File: src/rtl/mcp23s17_pkg.sv
// mcp23s17_pkg: MCP23S17 register map, opcode helper, SPI frame layout and scheduler FSM encoding
package mcp23s17_pkg;
    localparam logic [7:0] OPC_BASE   = 8'h40;
    localparam logic [7:0] REG_IODIRA = 8'h00;
    localparam logic [7:0] REG_IODIRB = 8'h01;
    localparam logic [7:0] REG_IOCON  = 8'h0A;
    localparam logic [7:0] REG_GPIOA  = 8'h12;
    localparam logic [7:0] REG_GPIOB  = 8'h13;
    localparam logic [7:0] REG_OLATA  = 8'h14;
    localparam logic [7:0] REG_OLATB  = 8'h15;
    localparam logic [7:0] IOCON_INIT = 8'h08;
    localparam logic [2:0] S_INIT_ISSUE = 3'd0;
    localparam logic [2:0] S_INIT_WAIT  = 3'd1;
    localparam logic [2:0] S_IDLE       = 3'd2;
    localparam logic [2:0] S_POLL_ISSUE = 3'd3;
    localparam logic [2:0] S_POLL_WAIT  = 3'd4;
    typedef struct packed {
        logic [7:0] op;
        logic [7:0] rg;
        logic [7:0] data;
    } frame_t;
    function automatic logic [7:0] opcode(input logic [2:0] addr, input logic rd);
        return OPC_BASE | {4'b0000, addr, rd};
    endfunction
endpackage

File: src/rtl/tick_timer.sv
// tick_timer: free-running divider emitting a one-cycle tick every POLL_DIV clocks
module tick_timer #(
    parameter int POLL_DIV = 50000
) (
    input  logic clk,
    input  logic rst,
    output logic tick
);
    localparam int W = $clog2(POLL_DIV);
    logic [W-1:0] cnt_q, cnt_d;
    assign tick  = cnt_q == W'(POLL_DIV - 1);
    assign cnt_d = tick ? '0 : cnt_q + 1'b1;
    always_ff @(posedge clk) begin
        if (rst) cnt_q <= '0;
        else     cnt_q <= cnt_d;
    end
endmodule

File: src/rtl/mcp23s17_scheduler.sv
// mcp23s17_scheduler: configures two MCP23S17 expanders, then periodically writes LEDs and reads switches
module mcp23s17_scheduler
    import mcp23s17_pkg::*;
#(
    parameter int         POLL_DIV = 50000,
    parameter int         TIMEOUT  = 4096,
    parameter logic [2:0] OUT_ADDR = 3'd0,
    parameter logic [2:0] IN_ADDR  = 3'd1
) (
    input  logic        clk,
    input  logic        rst,
    input  logic [15:0] led,
    output logic        frm_start,
    output logic [23:0] frm_tx,
    input  logic        frm_done,
    input  logic [7:0]  frm_rx,
    output logic [15:0] sw,
    output logic        init_done,
    output logic        overrun,
    output logic        timeout_err
);
    localparam int TW = $clog2(TIMEOUT + 1);
    logic          tick, polling, waiting, expired;
    logic [2:0]    state_q, state_d, step_q, step_d;
    logic [15:0]   led_q, led_d, sw_q, sw_d;
    logic [7:0]    gpa_q, gpa_d;
    logic [TW-1:0] to_q, to_d;
    logic          start_q, start_d, init_done_q, init_done_d;
    logic          overrun_q, overrun_d, toerr_q, toerr_d;
    frame_t        tx_q, tx_d;

    tick_timer #(.POLL_DIV(POLL_DIV)) u_tick (.clk(clk), .rst(rst), .tick(tick));

    function automatic frame_t rom(input logic poll, input logic [2:0] step, input logic [15:0] l);
        frame_t f;
        f = '0;
        if (poll)
            case (step)
                3'd0:    f = {opcode(OUT_ADDR, 1'b0), REG_OLATA, l[7:0]};
                3'd1:    f = {opcode(OUT_ADDR, 1'b0), REG_OLATB, l[15:8]};
                3'd2:    f = {opcode(IN_ADDR, 1'b1), REG_GPIOA, 8'h00};
                default: f = {opcode(IN_ADDR, 1'b1), REG_GPIOB, 8'h00};
            endcase
        else
            case (step)
                3'd0:    f = {opcode(3'd0, 1'b0), REG_IOCON, IOCON_INIT};
                3'd1:    f = {opcode(IN_ADDR, 1'b0), REG_IODIRA, 8'hFF};
                3'd2:    f = {opcode(IN_ADDR, 1'b0), REG_IODIRB, 8'hFF};
                3'd3:    f = {opcode(OUT_ADDR, 1'b0), REG_IODIRA, 8'h00};
                default: f = {opcode(OUT_ADDR, 1'b0), REG_IODIRB, 8'h00};
            endcase
        return f;
    endfunction

    assign polling = state_q == S_POLL_ISSUE || state_q == S_POLL_WAIT;
    assign waiting = state_q == S_INIT_WAIT || state_q == S_POLL_WAIT;
    // a frm_done arriving on the expiry cycle still completes the frame
    assign expired = waiting && !frm_done && to_q == TW'(TIMEOUT);

    always_comb begin
        state_d     = state_q;
        step_d      = step_q;
        led_d       = led_q;
        sw_d        = sw_q;
        gpa_d       = gpa_q;
        tx_d        = tx_q;
        start_d     = 1'b0;
        init_done_d = init_done_q;
        overrun_d   = overrun_q | (tick & polling);
        toerr_d     = toerr_q | expired;
        to_d        = waiting ? to_q + 1'b1 : to_q;
        case (state_q)
            S_INIT_ISSUE, S_POLL_ISSUE: begin
                start_d = 1'b1;
                tx_d    = rom(polling, step_q, led_q);
                to_d    = '0;
                state_d = polling ? S_POLL_WAIT : S_INIT_WAIT;
            end
            S_IDLE: if (tick && init_done_q) begin
                state_d = S_POLL_ISSUE;
                step_d  = '0;
                led_d   = led;
            end
            S_INIT_WAIT: if (frm_done) begin
                state_d     = step_q == 3'd4 ? S_IDLE : S_INIT_ISSUE;
                step_d      = step_q == 3'd4 ? 3'd0 : step_q + 3'd1;
                init_done_d = step_q == 3'd4;
            end
            S_POLL_WAIT: if (frm_done) begin
                gpa_d   = step_q == 3'd2 ? frm_rx : gpa_q;
                sw_d    = step_q == 3'd3 ? {frm_rx, gpa_q} : sw_q;
                state_d = step_q == 3'd3 ? S_IDLE : S_POLL_ISSUE;
                step_d  = step_q == 3'd3 ? 3'd0 : step_q + 3'd1;
            end
            default: begin
                state_d = S_INIT_ISSUE;
                step_d  = '0;
            end
        endcase
        if (expired) begin
            state_d     = S_INIT_ISSUE;
            step_d      = '0;
            init_done_d = 1'b0;
        end
    end

    always_ff @(posedge clk) begin
        if (rst) begin
            state_q     <= S_INIT_ISSUE;
            step_q      <= '0;
            led_q       <= '0;
            sw_q        <= '0;
            gpa_q       <= '0;
            tx_q        <= '0;
            start_q     <= 1'b0;
            init_done_q <= 1'b0;
            overrun_q   <= 1'b0;
            toerr_q     <= 1'b0;
            to_q        <= '0;
        end else begin
            state_q     <= state_d;
            step_q      <= step_d;
            led_q       <= led_d;
            sw_q        <= sw_d;
            gpa_q       <= gpa_d;
            tx_q        <= tx_d;
            start_q     <= start_d;
            init_done_q <= init_done_d;
            overrun_q   <= overrun_d;
            toerr_q     <= toerr_d;
            to_q        <= to_d;
        end
    end

    assign frm_start   = start_q;
    assign frm_tx      = tx_q;
    assign sw          = sw_q;
    assign init_done   = init_done_q;
    assign overrun     = overrun_q;
    assign timeout_err = toerr_q;
endmodule

File: config.mk
export PLATFORM = sky130hd
export DESIGN_NAME = mcp23s17_scheduler
export DESIGN_NICKNAME = d
export VERILOG_FILES = /design/src/rtl/mcp23s17_pkg.sv /design/src/rtl/tick_timer.sv /design/src/rtl/mcp23s17_scheduler.sv
export SDC_FILE = /design/constraint.sdc
export NUM_CORES = 1
export LEC_CHECK = 0
export ABC_AREA = 1
export ABC_CLOCK_PERIOD_IN_PS = 2100
export CAP_MARGIN = 20
export CORE_MARGIN = 4
export CORE_UTILIZATION = 45
export CTS_CLUSTER_SIZE = 8
export DETAILED_ROUTE_END_ITERATION = 16
export HOLD_SLACK_MARGIN = 0.03
export PLACE_DENSITY = 0.7
export REMOVE_ABC_BUFFERS = 1
export SLEW_MARGIN = 0
export SYNTH_ARGS = -nofsm -noshare
export SYNTH_HDL_FRONTEND = slang
export SYNTH_SLANG_ARGS = --single-unit
File: constraint.sdc
create_clock -name clk -period 2.1 [get_ports clk]
set_clock_uncertainty 0.05 [all_clocks]
set_input_delay 0.63 -clock clk [delete_from_list [all_inputs] [get_ports clk]]
set_output_delay 0.63 -clock clk [all_outputs]
set_load 0.02 [all_outputs]
# After elaboration in Yosys (flattened, before gate mapping)
# Cells that the tools add are included.
[totals]
register_bits = 103
input_bits = 27
out_inout_bits = 44
wordCells = 69
[op_classes]
addsub = 3
eq_ne = 13
muxes = 17
n_bitwise = 4
n_reduce_logical = 18
[ops]
columns = ["operator", "count"]
rows = [
  ["$pmux 18 s4", 1],
  ["$pmux 18 s3", 1],
  ["$mux 3", 9],
  ["$mux 24", 1],
  ["$pmux 3 s4", 2],
  ["$add 16x1->16 const B", 1],
  ["$eq 16x16->1 const B", 1],
  ["$add 13x1->13 const B", 1],
  ["$eq 13x13->1 const B", 1],
  ["$eq 3x2->1 const B", 4],
  ["$reduce_and 3->1", 3],
  ["$eq 3x1->1 const B", 2],
  ["$eq 3x3->1 const B", 2],
  ["$logic_not 3->1", 2],
  ["$ne 2x2->1 const B", 3],
  ["$reduce_or 2->1", 3],
  ["$reduce_and 2->1", 2],
  ["$reduce_and 4->1", 1],
  ["$add 3x1->3 const B", 1],
  ["$logic_and 1x1->1", 3],
  ["$reduce_or 3->1", 1],
  ["$logic_or 1x1->1", 2],
  ["$mux 1", 2],
  ["$mux 2", 1],
  ["other kinds (4)", 5],
]

# Logic depth before layout (Yosys ltp)
# Gate-level depths: netlist of run 1.
[depth]
word_depth = 5
mapped_depth = 11

# Hierarchy
# From an unflattened synthesis of run 1, not the netlist that was laid out.
[hier_totals]
hier_cells = 603
hier_area_um2 = 4384.2
[modules_own_cells]
columns = ["mod", "instances", "cells_each", "area_each_um2", "seq_area_each_um2"]
rows = [
  ["mcp23s17_scheduler", 1, 473, 3524.6, 1581.5],
  ["tick_timer", 1, 130, 859.6, 320.3],
]

# Least setup slack after synthesis of run 1
# No wires, ideal clock.
[synth_timing]
path_type = "flip-flop to flip-flop"
from = "reg step_q[0]"
to = "reg tx_q, in the netlist frm_tx[8]"
setup_ps = 56
t_arrival_ps = 1387
path_slack_ps = 606
stages_incl_launch_ff = 12
n_path_buf = 0
synth_period_minus_slack_ps = 1494
cell_sequence = "dfxtp_1 -> inv_1 -> ha_1 -> nand2_1 -> inv_1 -> nor2_1 -> inv_1 -> nor2_1 -> o21ai_0 -> nand3_1 -> nand2_1 -> inv_1"
[synth_between]
elab_chain_len = 3
word_cells_on_any_way = 7
classes_between = "3 x eq/ne; 3 x mux; 1 x reduce/logical"
[synth_rtl]
columns = ["element", "line_no", "text"]
rows = [
  ["from (decl)", "mcp23s17_scheduler.sv:24", "logic [2:0] state_q, state_d, step_q, step_d;"],
  ["from (signal assigned)", "mcp23s17_scheduler.sv:122", "step_q <= step_d;"],
  ["$eq 3x2->1 (tied with other cells)", "mcp23s17_scheduler.sv:45", "case (step)"],
  ["$pmux 18 s4 / $pmux 18 s3 (equally long branches)", "mcp23s17_scheduler.sv:45, mcp23s17_scheduler.sv:38", ""],
  ["$mux 24 (*)", "mcp23s17_scheduler.sv:37", "if (poll)"],
  ["to (signal assigned)", "mcp23s17_scheduler.sv:126", "tx_q <= tx_d;"],
  ["to (decl)", "mcp23s17_scheduler.sv:30", "frame_t tx_q, tx_d;"],
]
# Every way passes the cells marked *; elsewhere a longest branch is shown, timed or not.
# A chain may end at the register's enable or synchronous reset.

# Final worst setup path of run 1
[layout_timing]
from = "reg tx_q, in the netlist frm_tx[6]"
to = "out frm_tx[6]"
[layout_rtl]
columns = ["element", "line_no", "text"]
rows = [
  ["to (decl)", "mcp23s17_scheduler.sv:14", "output logic [23:0] frm_tx,"],
]
# No word-level cell between the ends.

==> results of run 1 <==
[area by class of cell]
| class | instances | area (um2) |
|---|---|---|
| Timing Repair Buffer | 74 | 715.7 |
| Clock inverter | 7 | 60.06 |
| Inverter | 85 | 319.1 |
| Clock buffer | 9 | 123.9 |
| Fill cell | 849 | 3749 |
| Multi-Input combinational cell | 361 | 1844 |
| Tap cell | 108 | 135.1 |
| Sequential cell | 95 | 1902 |
[layout by cell type, fill, tap and decap left out, types with 3 or more instances in the layout]
cell type	n
sky130_fd_sc_hd__dfxtp_1	95
sky130_fd_sc_hd__inv_1	82
sky130_fd_sc_hd__nand2_1	78
sky130_fd_sc_hd__nor2_1	68
sky130_fd_sc_hd__clkdlybuf4s50_1	60
sky130_fd_sc_hd__o21ai_0	53
sky130_fd_sc_hd__a21oi_1	52
sky130_fd_sc_hd__nand3_1	26
sky130_fd_sc_hd__buf_4	12
sky130_fd_sc_hd__nand4_1	11
sky130_fd_sc_hd__o22ai_1	9
sky130_fd_sc_hd__ha_1	9
sky130_fd_sc_hd__clkbuf_8	9
sky130_fd_sc_hd__conb_1	8
sky130_fd_sc_hd__nor3_1	7
sky130_fd_sc_hd__xor2_1	7
sky130_fd_sc_hd__a22o_1	7
sky130_fd_sc_hd__inv_6	4
sky130_fd_sc_hd__inv_2	3
sky130_fd_sc_hd__nand3_2	3
sky130_fd_sc_hd__xnor2_1	3
sky130_fd_sc_hd__nand2_2	3
[cells by family after synthesis]
kind of cell	Yosys count	share of synthesized area
DFF	95	0.4576
other	1	0.0009022
adders and majority gates	9	0.02709
AOI/OAI and AO/OA	129	0.1698
buffers and inverters	106	0.1051
and+or+nand+nor	205	0.2185
xor gates and xnor gates	10	0.02107
[per-stage QoR]
step	hold WS [ps]	setup slack (ps)	utilization	instance area [um2]	std cells
finish	397.4	50.54	0.5764	5100	739
global route	418.1	4.065	0.5764	5100	739
CTS	400.3	0.8714	0.5758	5095	739
detailed placement	382.3	110.9	0.5550	4911	723
global placement	377.4	122.5	0.5550	4911	723
floorplan	367.6	90.18	-	4065	541
[sequential cells by signal (all words and copies together), names as in the netlist, 3 cells and up]
| register | cells |
|---|---|
| u_tick.cnt_q | 16 |
| led_q | 16 |
| frm_tx | 16 |
| to_q | 13 |
| sw | 16 |
| gpa_q | 8 |
| step_q | 3 |
| state_q | 3 |
[how the worst min path moves through the flow]
stage,slack [ps],endpoint,depth (start not counted),startpoint
6_report,400,sw[10],2,sw[10]
5_1_grt,420,sw[0],2,sw[0]
3_5_place_dp,380,u_tick.cnt_q[0],1,u_tick.cnt_q[0]
4_1_cts,400,sw[15],2,sw[15]
2_1_floorplan,370,u_tick.cnt_q[0],1,u_tick.cnt_q[0]
3_3_place_gp,380,u_tick.cnt_q[0],1,u_tick.cnt_q[0]
[where the power goes]
group | total, W | leakage, nW | internal [W] | switching [W]
Sequential | 0.00206 | 0.769 | 0.00195 | 0.000110
Clock | 0.00114 | 0.0969 | 0.000456 | 0.000687
Combinational | 0.00129 | 1.15 | 0.000503 | 0.000788
Total | 0.00449 | 2.01 | 0.00291 | 0.00159
[what timing repair did]
item                                    4_1_cts  5_1_grt
resized for setup                             0        2
hold buffers                                  0        0
setup buffers                                 0        0
endpoints found under the setup margin        0        2
[layer usage]
metal,part of all wire,vias up,wire length (um)
li1,-,1925,-
met5,0,-,0
met3,0.038,11,333
met1,0.48,1627,4198
met4,0.013,0,110
met2,0.47,65,4091
==> summary by stage, run 1 <==
Clock tree
CTS built an H-tree with a depth of 3. The maximum buffer depth of the clock tree is 2. The number of clock sinks is 95. Buffers inserted during clock tree synthesis total 9. The clock latency on the worst-skew pair is 360 ps.

The cell at the root of the clock tree is sky130_fd_sc_hd__clkbuf_8. The TritonCTS clock tree is done. The CTS clock-pin slew for the worst setup and hold paths is 100 ps.

Min path
The min-delay analysis places its worst path in the category reg2reg.

Worst setup path
The maximum fanout count along the critical path is 2. The number of cells on the worst reg-to-reg path is 8. The category of the critical setup timing path is reg2out. In this run the worst setup path begins at frm_tx[6]. The total number of cells along the worst setup path is 1. The last element of the critical path is frm_tx[6]. The largest single stage delay on the critical path is 630 ps. Counting both buffers and inverters, the worst setup path holds a total of 1. The worst flop-to-flop path startpoint is step_q[0]. In this design, the largest share of critical-path delay is due to buffers and inverters. The critical path data arrival time is 1370 ps. The startpoint class of the critical path is a register. Across all register-to-register paths, the minimum setup slack is 310 ps. The critical path data required time is 1420 ps. The worst reg2reg path endpoint is gpa_q[2]. The cell at the slowest stage of the critical path is sky130_fd_sc_hd__clkdlybuf4s50_1.

Traced cell by cell, the critical path runs through clkdlybuf4s50_1. The worst setup path is captured at a primary output.

Logic synthesis
The number of standard cells after synthesis is 555. The share of synthesized area in the top cell type comes to 0.4576. The proportion of synthesized flip-flops having asynchronous set or reset is 0. The share of the Yosys chip area taken by registers is 0.4576.

After synthesis, the mean cell area works out to 7.489 um2. The synthesized design contains 0 enable-type register cells. Counting instances in the post-synthesis netlist gives the leading cell types as sky130_fd_sc_hd__dfxtp_1, sky130_fd_sc_hd__inv_1, sky130_fd_sc_hd__nand2_1. The synthesized design spends more area on one cell type than any other, namely sky130_fd_sc_hd__dfxtp_1. Yosys mapped the design onto 35 distinct sky130hd cell types. Counting flops and latches in the post-synthesis netlist gives 95. In the post-synthesis netlist, the cell with the most instances is sky130_fd_sc_hd__dfxtp_1. During synthesis, Yosys emitted a total of 0 warnings. The mapped netlist covers 4156 um2. By area the synthesized netlist is led by sky130_fd_sc_hd__dfxtp_1, sky130_fd_sc_hd__inv_1, sky130_fd_sc_hd__nand2_1. The most used flip-flop cell after synthesis is sky130_fd_sc_hd__dfxtp_1.

Placement
Port buffering added 62 buffers. The final RePlAce weighted congestion is 0.8751. The estimated wirelength of the detail-placed design is 6440 um.

Power
The worst vdd rail ir drop is 0.5070 mV. The total power per unit cell area is 881.1 nW/um2. The total power after layout is 0.004494 W.

For this design the static power due to leakage is 2.014 nW.

STA
Static timing analysis puts the maximum clock frequency at 487.9 MHz. The count of pins over their slew limit is 0. Of the available clock period, the critical path in the final layout requires 0.9759. The minimum clock period is 2049 ps.

The number of hold violations in the final report is 0. The final setup violation count is 0. The total negative slack is 0 ps.

Setup repair after global routing left no endpoint under its margin.

GRT
The via count of the first global-routing pass is 3472. The largest net degree at the start of global routing is 33. The initial antenna violation count is 0. The first global-routing pass estimated 15160 um of wire. In this run the most used layer during global routing was met2. In the global route stage, overall resource usage came out at 0.1643. The met1 demand-to-capacity share in global routing is 0.1988. In the global route stage, met3 resource usage came out at 0.03786. Summed over all layers, the global routing overflow is 0.

For this run, global-route usage on met2 was measured as 0.2934.

Floorplan
During I/O placement, the number of pins put on the boundary was 71. In this run the horizontal extent of the chip is 104.1 um. The placeable core region is 8848 um2. The area of the die is 10840 um2.

In this run the vertical extent of the chip is 104.1 um. The starting density of the core is 0.4697. The floorplan has 34 rows.

Routing
Across all layers, the routed design uses 3628 vias. The via density per instance is 4.909. For this block, the initial DRC count from the detailed router was 95. The number of antenna-violating nets in the routed design is 0. The routed design has 8733 um of wire.

The DRC violations left is 0. Before antenna repair, the detailed router went through 4 iterations. After detailed routing, the average wire length per cell comes to 11.82 um.

Finish
The area overhead of the layout relative to synthesis is 22.70%. The final antenna diode count is 0. The net count of the finished layout is 662. The share of final-layout standard cells stronger than drive strength 1 is 0.06973.

Status
The run finished with clean final reports.

Job
The reported max-cap violation count is 0.
(Power assumes the default switching activity.)
==> inputs of run 2 (changes only) <==
Settings changed: ABC_CLOCK_PERIOD_IN_PS 2100 to 1800, MAX_ROUTING_LAYER set to met4, PLACE_DENSITY 0.7 to 0.72, REMOVE_ABC_BUFFERS 1 to unset.
Clock period 2.1 ns to 1.8 ns, I/O delays scaled along.
==> run 2 against run 1 <==
Register-to-register slack lost 170 ps. Combinational power is 18% higher. Non-clock buffer count increased by 5. Count of clock-buffer cells in the layout rose by 2.
==> summary by stage, run 2 (same netlist as run 1, synthesis figures left out) <==
Power
The fraction of power spent switching nets is 0.3451 (-0.007633). The power share of the sequential group is 0.460 (+0.002). The total power per unit cell area is 1009 nW/um2 (+14%). The worst vdd rail ir drop was 0.4944 mV (-2.5%). The static leakage is 2.168 nW (+7.7%). The combinational power share is 0.292 (+0.005). The net switching component of the power was 0.001800 W (+14%). The clock group share of total power is 0.248 (-0.007). The cell internal power dissipation is 0.003415 W (+17%).

STA
The worst path setup slack after routing is 112.3 ps (+61.72 ps). The final clock period utilization by the worst path is 0.9376. The number of hold violations in the final report came to 0 (unchanged). Static timing analysis puts the maximum clock frequency at 592.5 MHz. The final setup violation count is 0 (unchanged). The count of pins over their slew limit is 0 (unchanged).

Setup repair after global routing left no endpoint under its margin. The routed design could run at a clock period as short as 1688 ps.

Floorplan
The placeable core region is 8848 um2 (unchanged). The area of the die is 10840 um2 (unchanged). The starting density of the core is 0.4697 (unchanged). The width of the chip was 104.1 um (unchanged). The number of rows in the core area is 34 (unchanged). The number of top-level design ports is 71 (unchanged).

The vertical extent of the die is 104.1 um (unchanged).

Worst setup path
The worst setup path is launched from a register. The cell family contributing the most delay on the critical path is flip-flops. The critical path is of the reg2out type. The critical path data arrival time is 1100 ps (-270 ps). The worst flop-to-flop path startpoint is u_tick.cnt_q[0].

The delay of the slowest cell on the worst path is 390 ps (-240 ps). The total number of cells along the worst setup path is 1 (unchanged). The endpoint identified for the worst register-to-register timing path is led_q[14].

The critical path capture point type is a primary output. The slowest stage of the critical path is the sky130_fd_sc_hd__dfxtp_1 cell. The last element of the critical path is frm_tx[12].

The combined buffer and inverter count along the critical path is 1 (unchanged). The path depth of the worst reg2reg path is 7 (-1). In this run the worst setup path begins at frm_tx[12]. The maximum fanout count along the critical path is 2 (unchanged). The critical path data required time is 1210 ps (-210 ps).

The reg-to-reg setup timing slack is 140 ps (-170 ps). Traced cell by cell, the critical path runs through dlygate4sd2_1.

Finish
The net total in the final layout was 667 (+0.76%). The share of final-layout standard cells stronger than drive strength 1 is 0.08819 (+0.01846). The total of fill cells in the finished design is 830 (-2.2%). The final design instance area without fill was 5170 um2 (+1.4%). The utilization after layout is 0.5843 (+0.007919). The area overhead of the layout relative to synthesis is 24.38%. The most common cell after layout, fill and taps aside is sky130_fd_sc_hd__dfxtp_1. In the layout the commonest cells are sky130_fd_sc_hd__dfxtp_1, sky130_fd_sc_hd__inv_1, sky130_fd_sc_hd__nand2_1. The final antenna diode count is 0 (unchanged).

Clock tree
The CTS clock-pin slew for the worst setup and hold paths was 90 ps (about the same). The maximum buffer depth of the clock tree is 2 (unchanged). The cell at the root of the clock tree is sky130_fd_sc_hd__clkbuf_8. The number of clock sinks is 95 (unchanged). The clock latency on the worst-skew pair is 350 ps (about the same). The clock buffer count from CTS is 9 (unchanged).

TritonCTS built the clock tree. The depth of the CTS H-tree came to 3 (unchanged). The count of hold buffers inserted by post-cts repair is 0 (unchanged).

Routing
The wire length reported by the detailed router is 9189 um (+5.2%). The DRC violations left is 0 (unchanged). The average detailed-routed wire length per instance is 12.37 um (+4.7%).

The via count of the routed design is 3711 (+2.3%). The DRC violation total after the first TritonRoute iteration is 115 (+21%). The number of antenna-violating nets in the routed design is 0 (unchanged). The via density per instance came to 4.995 (+1.7%). The first-pass iteration count of the detailed router is 4 (unchanged).

Placement
The total cell area at the placement stage came to 4999 um2 (+1.8%). The final RePlAce weighted congestion is 0.9267 (+5.9%). The worst slack at placement was -119.4 ps (-230.3 ps). The estimated wirelength of the detail-placed design is 6960 um (+8.1%).

The count of buffers inserted at the top-level ports is 62 (unchanged).

GRT
The initial antenna violation count is 0 (unchanged). The total congestion overflow after global routing is 0 (unchanged). The via count of the first global-routing pass is 3556 (+2.4%).

The largest net degree at the start of global routing came to 43 (+30%). The global-route wire length before repair is 15760 um (+4.0%). The overall global routing resource usage is 0.1772 (+0.01288).

Status
The run finished with clean final reports.

Min path
In this run the worst hold path is classified as reg2reg.

Job
The reported max-cap violation count is 0 (unchanged).
[run 2: layer usage]
layer	routed length, um	share of wire	track usage	vias up
li1	-	-	-	1940
met1	4126	0.45	0.2077	1673
met2	4485	0.49	0.2981	81
met3	386	0.042	0.03849	17
met4	191	0.021	0.06743	0
met5	0	0	-	-
[run 2: power groups by stage]
stage | registers, W | clock network, W | logic (W)
floorplan | 0.00256 | 0 | 0.000836
global placement | 0.00244 | 0 | 0.00154
detailed placement | 0.00244 | 0 | 0.00157
CTS | 0.00239 | 0.00133 | 0.00150
global route | 0.00242 | 0.00142 | 0.00170
finish | 0.00240 | 0.00129 | 0.00152
[run 2: timing repair]
action | CTS | global route
endpoints found under the hold margin | 0 | 0
buffers inserted | 0 | 0
resized for setup | 37 | 18
endpoints found under the setup margin | 44 | 28
[run 2: layout make-up]
type	instances	area, um2	share of cell area
Clock buffer	11	151.4	0.02928
Tap cell	108	135.1	0.02614
Clock inverter	4	30.03	0.005808
Timing Repair Buffer	79	753.2	0.1457
Inverter	85	322.8	0.06244
Sequential cell	95	1903	0.3681
Multi-Input combinational cell	361	1874	0.3625
[run 2: worst min-delay path, stage by stage (launching register included)]
cell,delay [ps]
sky130_fd_sc_hd__dfxtp_1,310
sky130_fd_sc_hd__inv_1,40
sky130_fd_sc_hd__a21oi_1,50
[run 2: how the worst min path moves through the flow]
stage | start | end | cells past startpoint
after CTS | sw[10] | sw[10] | 2
after detailed placement | sw[10] | sw[10] | 2
after floorplan | u_tick.cnt_q[0] | u_tick.cnt_q[0] | 1
after global routing | sw[7] | sw[7] | 2
final | sw[10] | sw[10] | 2
after global placement | u_tick.cnt_q[0] | u_tick.cnt_q[0] | 1
[run 2: stage by stage]
stage                     hold slack (ps)  setup TNS, ps  total power [W]  cells
after floorplan                     367.6              0         0.003394    562
after global placement              376.5         -887.3         0.003973    728
after detailed placement            385.1          -1173         0.004009    728
after CTS                           396.1              0         0.005217    743
after global routing                425.5              0         0.005543    743
final                               392.8              0         0.005214    743
==> inputs of run 3 (changes only) <==
Settings changed: CORE_MARGIN 4 to unset.
==> run 3 against run 2 <==
The flow now finishes with violations (DRC). Die area down 11%. Non-clock buffer count decreased by 1. Via count up 2.3%. Global-route usage up 3.0 points. Count of clock-buffer cells in the layout decreased by 1. Total power up 6.1%. Worst setup slack got worse by 5.3 ps. Largest cell class unchanged. Utilization grew 0.16 points. Wire length is 2.0% higher. Largest power group unchanged.
==> summary by stage, run 3 (same netlist as run 1, synthesis figures left out) <==
Status
The flow ran to the end, but the final reports show violations. The final reports fail on DRC.

GRT
The total congestion overflow after global routing is 0 (unchanged). The global-route wire length before repair is 15710 um (-0.30%). The initial antenna violation count is 0 (unchanged). The via count of the first global-routing pass is 3592 (+1.0%). The overall global routing resource usage came to 0.2075 (+0.03031). The largest net degree at the start of global routing is 33 (-23%).

Floorplan
The area of the die was 9625 um2 (-11%). The vertical extent of the die was 98.11 um (-5.8%). The number of rows in the core area is 34 (unchanged).

The placeable core region is 8848 um2 (unchanged). The starting density of the core is 0.4697 (unchanged). The width of the chip is 98.11 um (-5.8%).

The number of top-level design ports was 71 (unchanged).

Worst setup path
The reg-to-reg setup timing slack is 130 ps (about the same). The combined buffer and inverter count along the critical path is 1 (unchanged). The last element of the critical path is init_done. The path depth of the worst reg2reg path was 7 (unchanged). The critical path startpoint is init_done. The critical path data arrival time is 1100 ps (about the same). The worst flop-to-flop path startpoint is u_tick.cnt_q[0]. The critical path capture point type is a primary output.

STA classifies the critical path startpoint as a register. The kind of cell adding the most delay to the critical path is flip-flops. The delay of the slowest cell on the worst path is 390 ps (about the same). The total number of cells along the worst setup path is 1 (unchanged). Walking the worst path, the cells encountered are dlygate4sd2_1.

The maximum fanout count along the critical path is 4 (+2). The worst reg2reg path endpoint is led_q[0]. The category of the critical setup timing path is reg2out. The critical path data required time is 1210 ps (about the same). The largest individual stage delay along the critical path comes from the cell sky130_fd_sc_hd__dfxtp_1.

Job
The reported max-cap violation count was 0 (unchanged).

Finish
The final antenna diode count was 0 (unchanged). Relative to the synthesized area, the layout overhead comes to 24.71%. The share of final-layout standard cells stronger than drive strength 1 is 0.08504 (-0.003150). In the layout the commonest cells are sky130_fd_sc_hd__dfxtp_1, sky130_fd_sc_hd__inv_1, sky130_fd_sc_hd__nand2_1.

The most common cell after layout, fill and taps aside is sky130_fd_sc_hd__dfxtp_1. The utilization after layout is 0.5858 (+0.001555). The net total in the final layout is 666 (-0.15%). The number of cells in the finished layout apart from fillers is 743 (unchanged).

Power
The worst vdd rail ir drop was 0.4601 mV (-7.0%). The fraction of power spent switching nets came to 0.3384 (-0.006776). The total power after layout is 0.005531 W (+6.1%).

The total power per unit cell area is 1067 nW/um2 (+5.8%). The combinational power share is 0.279 (-0.013). The cell internal power dissipation is 0.003660 W (+7.2%).

The net switching component of the power is 0.001872 W (+4.0%). The power share of the sequential group is 0.433 (-0.027). The clock group share of total power is 0.288 (+0.040).

The static leakage came to 2.182 nW (+0.65%).

Routing
The via count of the routed design is 3796 (+2.3%). The wire length reported by the detailed router is 9370 um (+2.0%). The average detailed-routed wire length per instance is 12.61 um (+2.0%). The DRC violation total after the first TritonRoute iteration came to 189 (+64%). The number of antenna-violating nets in the routed design is 0 (unchanged). The via density per instance came to 5.109 (+2.3%).

The DRC violations left is 2 (+2). The first-pass iteration count of the detailed router is 13 (+9).

STA
The final clock period utilization by the worst path is 0.9406 (+0.002934). Setup repair after global routing left no endpoint under its margin. The fmax was 590.7 MHz (-0.31%). The final setup violation count is 0 (unchanged). The minimum clock period is 1693 ps (+5.282 ps). The count of pins over their slew limit is 0 (unchanged). The number of hold violations in the final report is 0 (unchanged).

Clock tree
The cell at the root of the clock tree is sky130_fd_sc_hd__clkbuf_8. The maximum buffer depth of the clock tree is 2 (unchanged). The TritonCTS clock tree is done. The clock buffer count from CTS is 9 (unchanged). The depth of the CTS H-tree is 3 (unchanged). The clock latency on the worst-skew pair is 360 ps (about the same). The post-CTS setup buffer count is 0 (unchanged). The count of hold buffers inserted by post-cts repair is 0 (unchanged).

The CTS clock-pin slew for the worst setup and hold paths was 90 ps (about the same). The number of clock sinks came to 95 (unchanged).

Placement
The estimated wirelength of the detail-placed design is 6896 um (-0.91%). The count of buffers inserted at the top-level ports is 62 (unchanged). The cell total after placement is 727 (-0.14%).

The final RePlAce weighted congestion was 0.9128 (-1.5%).

Min path
The min-delay analysis places its worst path in the category reg2reg.
[run 3: cell types whose count changed in the layout (fill, tap and decap cells not counted), sizes merged]
| cell | change |
|---|---|
| buf | -1 |
| clkinvlp | -1 |
| bufinv | +2 |
| clkbuf | -1 |
| inv | +1 |
[run 3: per-layer routing]
metal  vias to the layer above  routed length, um  track usage
li1                       1923                  -            -
met1                      1739               4171       0.2357
met2                       108               4575       0.3483
met3                        26                373      0.04724
met4                         0                250      0.09207
met5                         -                  0            -
[run 3: how the worst min path moves through the flow]
stage | startpoint | endpoint | slack, ps | cells after the start
detailed placement | sw[2] | sw[2] | 390 | 2
floorplan | u_tick.cnt_q[0] | u_tick.cnt_q[0] | 370 | 1
global placement | u_tick.cnt_q[0] | u_tick.cnt_q[0] | 380 | 1
finish | sw[2] | sw[2] | 400 | 2
global route | sw[2] | sw[2] | 420 | 2
CTS | sw[2] | sw[2] | 400 | 2
[run 3: final cells by class]
type	instances	area (um2)
Timing Repair Buffer	78	724.4
Fill cell	816	3665
Clock buffer	10	137.6
Multi-Input combinational cell	361	1869
Clock inverter	6	91.34
Tap cell	108	135.1
Sequential cell	95	1903
Inverter	85	322.8
[run 3: repair_timing]
item | in CTS | in global routing
endpoints found under the setup margin | 44 | 21
gates resized for setup | 37 | 10
cloned | 0 | 0
[run 3: through the flow]
stage | area (um2) | setup WS (ps) | setup TNS, ps | hold WS [ps]
floorplan | 4183 | 306.5 | 0 | 367.6
global placement | 4966 | -92.72 | -697.3 | 377.3
detailed placement | 4966 | -105.7 | -1077 | 387.6
CTS | 5152 | 70.14 | 0 | 399.3
global route | 5184 | 32.88 | 0 | 419.3
finish | 5184 | 107.0 | 0 | 396.1
[run 3: power groups by stage]
stage | combinational, W | clock, W | sequential (W)
after floorplan | 0.000836 | 0 | 0.00256
after global placement | 0.00152 | 0 | 0.00244
after detailed placement | 0.00157 | 0 | 0.00244
after CTS | 0.00151 | 0.00163 | 0.00239
after global routing | 0.00170 | 0.00173 | 0.00241
final | 0.00154 | 0.00159 | 0.00239
